===== src/rtl/approx_add_err_sweep.sv =====
// Exhaustive error characterisation of a combinational W-bit approximate adder:
// walks every operand pair, compares against the exact sum, accumulates EP/MAE/WCE/MSE figures.
module approx_add_err_sweep #(
  parameter int W = 8
) (
  input  logic             clk,
  input  logic             rst_n,
  input  logic             start,
  output logic [W-1:0]     op_a,
  output logic [W-1:0]     op_b,
  input  logic [W:0]       approx_sum,
  output logic             busy,
  output logic             done,
  output logic [2*W:0]     err_count,
  output logic [3*W:0]     sum_abs_err,
  output logic [W:0]       max_abs_err,
  output logic [W-1:0]     wce_a,
  output logic [W-1:0]     wce_b,
  output logic [4*W+1:0]   sum_sq_err
);

  typedef enum logic [1:0] {IDLE, SWEEP, DRAIN, DONE} state_t;

  state_t           state, state_nxt;
  logic [2*W-1:0]   idx;
  logic             last_pair;
  logic             accept;

  logic [W:0]       exact;
  logic signed [W+1:0] diff;
  logic [W:0]       abs_diff;

  logic             cap_valid;
  logic [W:0]       cap_abs;
  logic [W-1:0]     cap_a;
  logic [W-1:0]     cap_b;
  logic [2*W+1:0]   cap_sq;

  assign last_pair = (idx == '1);
  assign accept    = (state == IDLE) && start;

  // op_b is the low half of the index, so it is the inner loop
  assign op_a = idx[2*W-1:W];
  assign op_b = idx[W-1:0];

  always_ff @(posedge clk) begin
    if (!rst_n) state <= IDLE;
    else        state <= state_nxt;
  end

  always_comb begin
    state_nxt = state;
    case (state)
      IDLE:    if (start) state_nxt = SWEEP;
      SWEEP:   if (last_pair) state_nxt = DRAIN;
      DRAIN:   state_nxt = DONE;
      DONE:    state_nxt = IDLE;
      default: state_nxt = IDLE;
    endcase
  end

  always_comb begin
    busy = 1'b0;
    done = 1'b0;
    case (state)
      SWEEP, DRAIN: busy = 1'b1;
      DONE:         done = 1'b1;
      default:      ;
    endcase
  end

  // Index holds at the last pair after the sweep; only reset or a new start clears it
  always_ff @(posedge clk) begin
    if (!rst_n)                         idx <= '0;
    else if (accept)                    idx <= '0;
    else if (state == SWEEP && !last_pair) idx <= idx + 1'b1;
  end

  always_comb begin
    exact    = {1'b0, op_a} + {1'b0, op_b};
    diff     = signed'({1'b0, approx_sum}) - signed'({1'b0, exact});
    abs_diff = diff[W+1] ? (W+1)'(-diff) : diff[W:0];
  end

  always_ff @(posedge clk) begin
    if (!rst_n) begin
      cap_valid <= 1'b0;
      cap_abs   <= '0;
      cap_a     <= '0;
      cap_b     <= '0;
    end else begin
      cap_valid <= (state == SWEEP);
      cap_abs   <= abs_diff;
      cap_a     <= op_a;
      cap_b     <= op_b;
    end
  end

  assign cap_sq = (2*W+2)'(cap_abs) * (2*W+2)'(cap_abs);

  // Strict compare keeps the earliest pair on ties
  always_ff @(posedge clk) begin
    if (!rst_n || accept) begin
      err_count   <= '0;
      sum_abs_err <= '0;
      sum_sq_err  <= '0;
      max_abs_err <= '0;
      wce_a       <= '0;
      wce_b       <= '0;
    end else if (cap_valid) begin
      err_count   <= err_count + (2*W+1)'(cap_abs != '0);
      sum_abs_err <= sum_abs_err + (3*W+1)'(cap_abs);
      sum_sq_err  <= sum_sq_err + (4*W+2)'(cap_sq);
      if (cap_abs > max_abs_err) begin
        max_abs_err <= cap_abs;
        wce_a       <= cap_a;
        wce_b       <= cap_b;
      end
    end
  end

endmodule


===== config.mk =====
export PLATFORM = sky130hd
export DESIGN_NAME = approx_add_err_sweep
export DESIGN_NICKNAME = d
export VERILOG_FILES = /design/src/rtl/approx_add_err_sweep.sv
export SDC_FILE = /design/constraint.sdc
export NUM_CORES = 1
export LEC_CHECK = 0
export ABC_AREA = 1
export CORE_ASPECT_RATIO = 1.1
export CORE_UTILIZATION = 45
export DETAILED_ROUTE_END_ITERATION = 12
export HOLD_SLACK_MARGIN = 0.05
export PLACE_DENSITY_LB_ADDON = 0.05
export RECOVER_POWER = 100
export SLEW_MARGIN = 20
export SYNTH_ARGS = -nofsm -noshare
export SYNTH_HDL_FRONTEND = slang
export SYNTH_SLANG_ARGS = --single-unit

===== constraint.sdc =====
create_clock -name clk -period 6.05 [get_ports clk]
set_input_delay 0.9075 -clock clk [delete_from_list [all_inputs] [get_ports clk]]
set_output_delay 0.9075 -clock clk [all_outputs]
set_load 0.005 [all_outputs]

==> results of run 1 <==
per-stage QoR:
step           cell area, um^2  instances
6_report                 12740       1978
5_1_grt                  12740       1978
4_1_cts                  12790       1978
3_5_place_dp             12180       1946
3_3_place_gp             12180       1946
2_1_floorplan            10650       1551
synthesized netlist by cell type (2+ instances only):
master,n
nor3_1,35
o21bai_1,12
nor4_1,4
o211ai_1,3
a21oi_1,91
buf_2,9
inv_2,6
nand3b_1,3
nand4_1,20
a21boi_0,3
inv_1,296
buf_1,3
and2_1,4
buf_4,3
or2_2,4
o21ai_0,61
a31oi_1,4
nand2_1,342
nand3_1,71
a21o_1,2
nand2_2,12
o21ai_1,9
xor2_1,25
ha_1,83
fa_1,54
xnor2_1,4
nand3_2,3
clkbuf_1,24
nor2_4,2
dfxtp_1,145
o21a_1,2
nor2_2,4
nor2_1,191
power breakdown:
group / switching [mW] / internal (mW) / total, mW
combinational: 1.04 / 0.632 / 1.67
clock: 0.493 / 0.604 / 1.10
sequential: 0.101 / 1.04 / 1.14
cell type report:
cell class / count / area, um^2 / share of cell area [%]
Multi-Input combinational cell: 1064 / 6390 / 50.16
Timing Repair Buffer: 135 / 1331 / 10.45
Inverter: 302 / 1134 / 8.898
Tap cell: 300 / 375.4 / 2.946
Clock buffer: 18 / 439.2 / 3.447
Clock inverter: 14 / 166.4 / 1.306
Sequential cell: 145 / 2904 / 22.80
layer usage:
metal	up-vias	GRT usage, %	wire [um]
li1	5056	-	-
met1	4388	27.69	12140
met2	144	42.40	13540
met3	25	3.464	814
met4	0	5.904	361
met5	-	0	0
cells by family (layout without fill, tap and decap cells):
family,after synthesis,after routing,share of synthesized area (%)
xor gates and xnor gates,29,29,2.385
buffers and inverters,342,469,12.34
adders and majority gates,137,137,19.90
AOI/OAI and AO/OA,196,196,10.19
DFF,145,145,27.26
and+or+nand+nor,702,702,27.93
final timing paths:
kind / start / endpoint / slack [ns] / cells after the start
max: cap_abs[3]$_SDFF_PN0_ / sum_sq_err[28]$_SDFFE_PP0P_ / 0.75 / 20
min: idx[10]$_SDFFE_PP0P_ / cap_a[2]$_SDFF_PN0_ / 0.47 / 2
max reg2reg: cap_abs[3]$_SDFF_PN0_ / sum_sq_err[28]$_SDFFE_PP0P_ / 0.75 / 20
min reg2reg: idx[10]$_SDFFE_PP0P_ / cap_a[2]$_SDFF_PN0_ / 0.47 / 2
state kept, by name, indices dropped and copies added (netlist names), 9 cells and up:
register,flops
sum_sq_err,34
cap_abs,9
sum_abs_err,25
idx,16
max_abs_err,9
err_count,17
worst max-delay path: cells and delay by family (launching register included):
| family | cells | cell delay, ns |
|---|---|---|
| and+or+nand+nor | 9 | 1.02 |
| AOI/OAI and AO/OA | 1 | 0.24 |
| buffers and inverters | 4 | 0.21 |
| adders and majority gates | 6 | 2.99 |
| DFF | 1 | 0.65 |
==> results_dict.tcl, run 1 <==
set metrics [dict create \
    placementRows 58 \
    drive_above_1_share_pct 3.933 \
    core_mm2 0.02308 \
    drv_cap 2 \
    hold_viol 0 \
    violations "capacitance limit, slew limit" \
    diodes 0 \
    power_mw 3.909 \
    required_ns 6.29 \
    vias_per_cell 4.860 \
    fin_crit_ns 5.301 \
    p_leak_nw 6.551 \
    dr.pass1.iters 5 \
    place_ws_ns 0.8932 \
    final_cell_mix "nand2_1, inv_1, nor2_1, dfxtp_1, dlygate4sd3_1" \
    grt_start_max_net_pins 73 \
    worst_setup_path_start_kind "flip-flop" \
    synthArstFlopShare_pct 0 \
    slowest_stage "dfxtp_1" \
    nets 1814 \
    yosys.area.top_type_share_pct 27.26 \
    synth_top_area_cell "dfxtp_1" \
    setup_tns_ns 0 \
    fin_crit_sh_pct 87.62 \
    ys_types 50 \
    crit_fanout 13 \
    layout_commonest_cell "nand2_1" \
    drt_iter0_markers 369 \
    max_stage_delay_ns 0.65 \
    setup_viol 0 \
    ir_drop_mv 0.2178 \
    area_growth_pct 19.63 \
    ctsResizeCount 0 \
    insertion_delay_ns 0.43 \
    grt-ovfl-total 0 \
    yosysWarningCount 0 \
    fin_worst_skew_ns 0.01289 \
    die_area_mm2 0.02428 \
    worst_pin_slew_ns 2.793 \
    grt_pass1_vias 9156 \
    clkTransAtPathRegs_ns 0.07 \
    synth_edf_count 0 \
    nFillCells 2303 \
    arrival_ns 5.54 \
    start_util_pct 46.15 \
    grt_usage_pct 23.04 \
    synth.cell_area_mm2 0.01065 \
    antenna_found_initial 0 \
    ys_seq_elements 145 \
    drc 0 \
    yosysSeqAreaShare_pct 27.26 \
    cts_tree "yes" \
    avgSynthCellArea_um2 6.866 \
    cts_hold_buffers 0 \
    rsz0062_at_grt "false" \
    postCtsSetupRepairBufs 0 \
    clockBufferDepth 2 \
    cts_num_sinks 145 \
    worst_slack_ns 0.7488 \
    dieWidth_um 148.7 \
    utilization_pct 55.20 \
    end_kind "flip-flop" \
    detail-route-antenna-nets 0 \
    critPathKind "reg -> reg" \
    status "complete, but fails checks" \
    grt_pass1_wl_um 44410 \
    cts-htree-levels 4 \
    relSlewSlack_pct -86.19 \
    report.final.slew_viol_count 99 \
    vias 9613 \
    die_y_um 163.3 \
    max_freq_ghz 0.1886 \
    path_cells "nand2_1 -> fa_1 -> inv_1 -> fa_1 -> fa_1 -> fa_1 -> inv_1 -> fa_1 -> inv_1 -> ha_1 -> nand2_1 -> inv_1 -> a21oi_1 -> nand3_1 -> nand2_1 -> nand2_1 -> nand3_1 -> nand2_1 -> nand2_1 -> nor2_1" \
    power.density_mw_per_mm2 306.8 \
    dp_hpwl_um 20670 \
    syn-num-nets 1700 \
    finalHoldWorstSlack_ns 0.4684 \
    cts_buffers 17 \
    synth_area_leaders "dfxtp_1, nand2_1, inv_1" \
    routed_wl_um 26860 \
    ios 131 \
    ys.flop_type "dfxtp_1" \
    synth_cells 1551 \
    hold_path.class "reg -> reg" \
    routabilityCongestion 0.9016 \
    wl_per_cell_um 13.58 \
    path_common_cell "nand2_1" \
    cts_root_buf "clkbuf_16" \
    port_buffers 130 \
]
No activity file was read; power rests on OpenSTA's default activity.
==> run 2, diff against run 1 <==
==> constraint.sdc (replaced) <==
create_clock -name clk -period 4.8 [get_ports clk]
set_input_delay 0.72 -clock clk [delete_from_list [all_inputs] [get_ports clk]]
set_output_delay 0.72 -clock clk [all_outputs]
set_load 0.005 [all_outputs]
==> run 2 against run 1 <==
Against the previous run: the run now ends clean; largest power group unchanged; critical path type unchanged; combinational power increased by 49%; die area stayed put; design area rose by 3.4%; wire length increased by 0.55%; final cell count up 1.3%; maximum frequency grew 16%; power grew 35%; global-route usage is 0.11 points lower.
==> results_dict.tcl, run 2 (same netlist as run 1, synthesis figures left out) <==
set metrics [dict create \
    detail-route-antenna-nets 0 \
    setup_viol 0 \
    cts_root_buf "clkbuf_16" \
    max_stage_delay_ns 0.56 \
    power_mw 5.259 \
    vias 9744 \
    layout_commonest_cell "nand2_1" \
    slowest_stage "fa_1" \
    routabilityCongestion 0.9131 \
    required_ns 5.13 \
    dp_hpwl_um 20440 \
    rr_startpoint "cap_abs[5]$_SDFF_PN0_" \
    end_kind "flip-flop" \
    place_ws_ns -0.07727 \
    largest-register "sum_sq_err" \
    wl_per_cell_um 13.48 \
    drv_cap 0 \
    grt_pass1_wl_um 44300 \
    diodes 0 \
    relSlewSlack_pct 45.61 \
    start_util_pct 46.15 \
    cts_tree "yes" \
    insertion_delay_ns 0.43 \
    dieWidth_um 148.7 \
    fin_worst_skew_ns 0.01381 \
    rsz0062_at_grt "true" \
    critPathKind "reg -> reg" \
    grt-ovfl-total 0 \
    routed_wl_um 27010 \
    nFillCells 2281 \
    crit_fanout 8 \
    r2r_slack_ns 0.23 \
    drc 0 \
    drive_above_1_share_pct 8.216 \
    cts_buffers 17 \
    critPathBufInv 4 \
    placementRows 58 \
    top_regs "sum_sq_err x34, sum_abs_err x25, err_count x17" \
    area_growth_pct 23.69 \
    setup_tns_ns 0 \
    clockBufferDepth 2 \
    drt_iter0_markers 401 \
    arrival_ns 4.90 \
    hold_viol 0 \
    grt_start_max_net_pins 73 \
    core_mm2 0.02308 \
    worst_setup_path_start_kind "flip-flop" \
    hold_path.class "reg -> reg" \
    worst_pin_slew_ns 0.8158 \
    status "completed" \
    grt_usage_pct 22.94 \
    worst_slack_ns 0.2271 \
    fin_crit_ns 4.573 \
    cts_num_sinks 145 \
    fin_crit_sh_pct 95.27 \
    path_delay_family "adder cells" \
    dr.pass1.iters 4 \
    ios 131 \
    min_from "idx[10]$_SDFFE_PP0P_" \
    power.density_mw_per_mm2 399.3 \
    path_cells "nand2_1 -> fa_1 -> inv_1 -> fa_1 -> inv_1 -> fa_1 -> inv_1 -> fa_1 -> fa_1 -> ha_4 -> nand2_1 -> nor2_2 -> inv_1 -> nor2_1 -> nand2_1 -> nand3_2 -> nand2_1 -> nand2_2 -> nand3_1 -> nand2_1 -> nor2_1" \
    port_buffers 130 \
    p_leak_nw 6.744 \
    cts-htree-levels 4 \
    die_y_um 163.3 \
    ir_drop_mv 0.3004 \
    nets 1840 \
    grt_pass1_vias 9195 \
    final_cell_mix "nand2_1, inv_1, nor2_1, dfxtp_1, dlygate4sd3_1" \
    antenna_found_initial 0 \
    die_area_mm2 0.02428 \
    clkTransAtPathRegs_ns 0.07 \
    vias_per_cell 4.862 \
    worstSetupStartpoint "cap_abs[5]$_SDFF_PN0_" \
    report.final.slew_viol_count 0 \
    max_freq_ghz 0.2187 \
    largest_reg_flops 34 \
]
[run 2: area by class of cell]
| cell class | instances | area [um^2] | share of cell area (%) |
|---|---|---|---|
| Clock buffer | 17 | 425.4 | 3.230 |
| Tap cell | 300 | 375.4 | 2.850 |
| Sequential cell | 145 | 2928 | 22.23 |
| Timing Repair Buffer | 161 | 1538 | 11.67 |
| Inverter | 302 | 1134 | 8.606 |
| Clock inverter | 15 | 166.4 | 1.263 |
| Multi-Input combinational cell | 1064 | 6605 | 50.15 |
[run 2: path summary, 6_finish.rpt]
| kind | end | cells past startpoint |
|---|---|---|
| hold / removal | cap_a[2]$_SDFF_PN0_ | 2 |
| setup reg to reg | sum_sq_err[22]$_SDFFE_PP0P_ | 21 |
| hold reg to reg | cap_a[2]$_SDFF_PN0_ | 2 |
| setup / recovery | sum_sq_err[22]$_SDFFE_PP0P_ | 21 |
[run 2: layer usage]
| layer | vias to the layer above | wire length (um) | GRT usage, % |
|---|---|---|---|
| met3 | 36 | 921 | 2.905 |
| met5 | - | 0 | 0 |
| met1 | 4458 | 12290 | 29.00 |
| met4 | 0 | 510 | 7.873 |
| li1 | 5089 | - | - |
| met2 | 161 | 13280 | 39.97 |
[run 2: through the flow]
stage / hold WS [ns] / area [um^2] / utilization (%) / std cells
floorplan: 0.4484 / 10650 / - / 1551
finish: 0.4590 / 13170 / 57.08 / 2004
global placement: 0.4572 / 12360 / 53.55 / 1969
global route: 0.4944 / 13170 / 57.08 / 2004
detailed placement: 0.4533 / 12360 / 53.55 / 1969
CTS: 0.4648 / 12960 / 56.15 / 2001
[run 2: timing repair]
action | in CTS | in global routing
endpoints found under the hold margin | 0 | 0
pin swaps | 0 | 7
hold buffers | 0 | 0
resized for setup | 6 | 48
buffers inserted | 0 | 3
setup endpoints to repair | 18 | 25
cloned | 0 | 0
[run 2: worst reg2reg max path, stage by stage, from the launching register on]
cell     delay (ns)
dfxtp_4        0.39
nand2_1        0.10
fa_1           0.56
inv_1          0.06
fa_1           0.49
inv_1          0.05
fa_1           0.47
inv_1          0.05
fa_1           0.55
fa_1           0.46
ha_4           0.32
nand2_1        0.11
nor2_2         0.18
inv_1          0.05
nor2_1         0.08
nand2_1        0.07
nand3_2        0.08
nand2_1        0.07
nand2_2        0.11
nand3_1        0.08
nand2_1        0.09
nor2_1         0.04
[run 2: power by group]
part	internal [mW]	switching (mW)
Sequential	1.31	0.0955
Clock	0.742	0.630
Combinational	0.990	1.49
Total	3.04	2.22
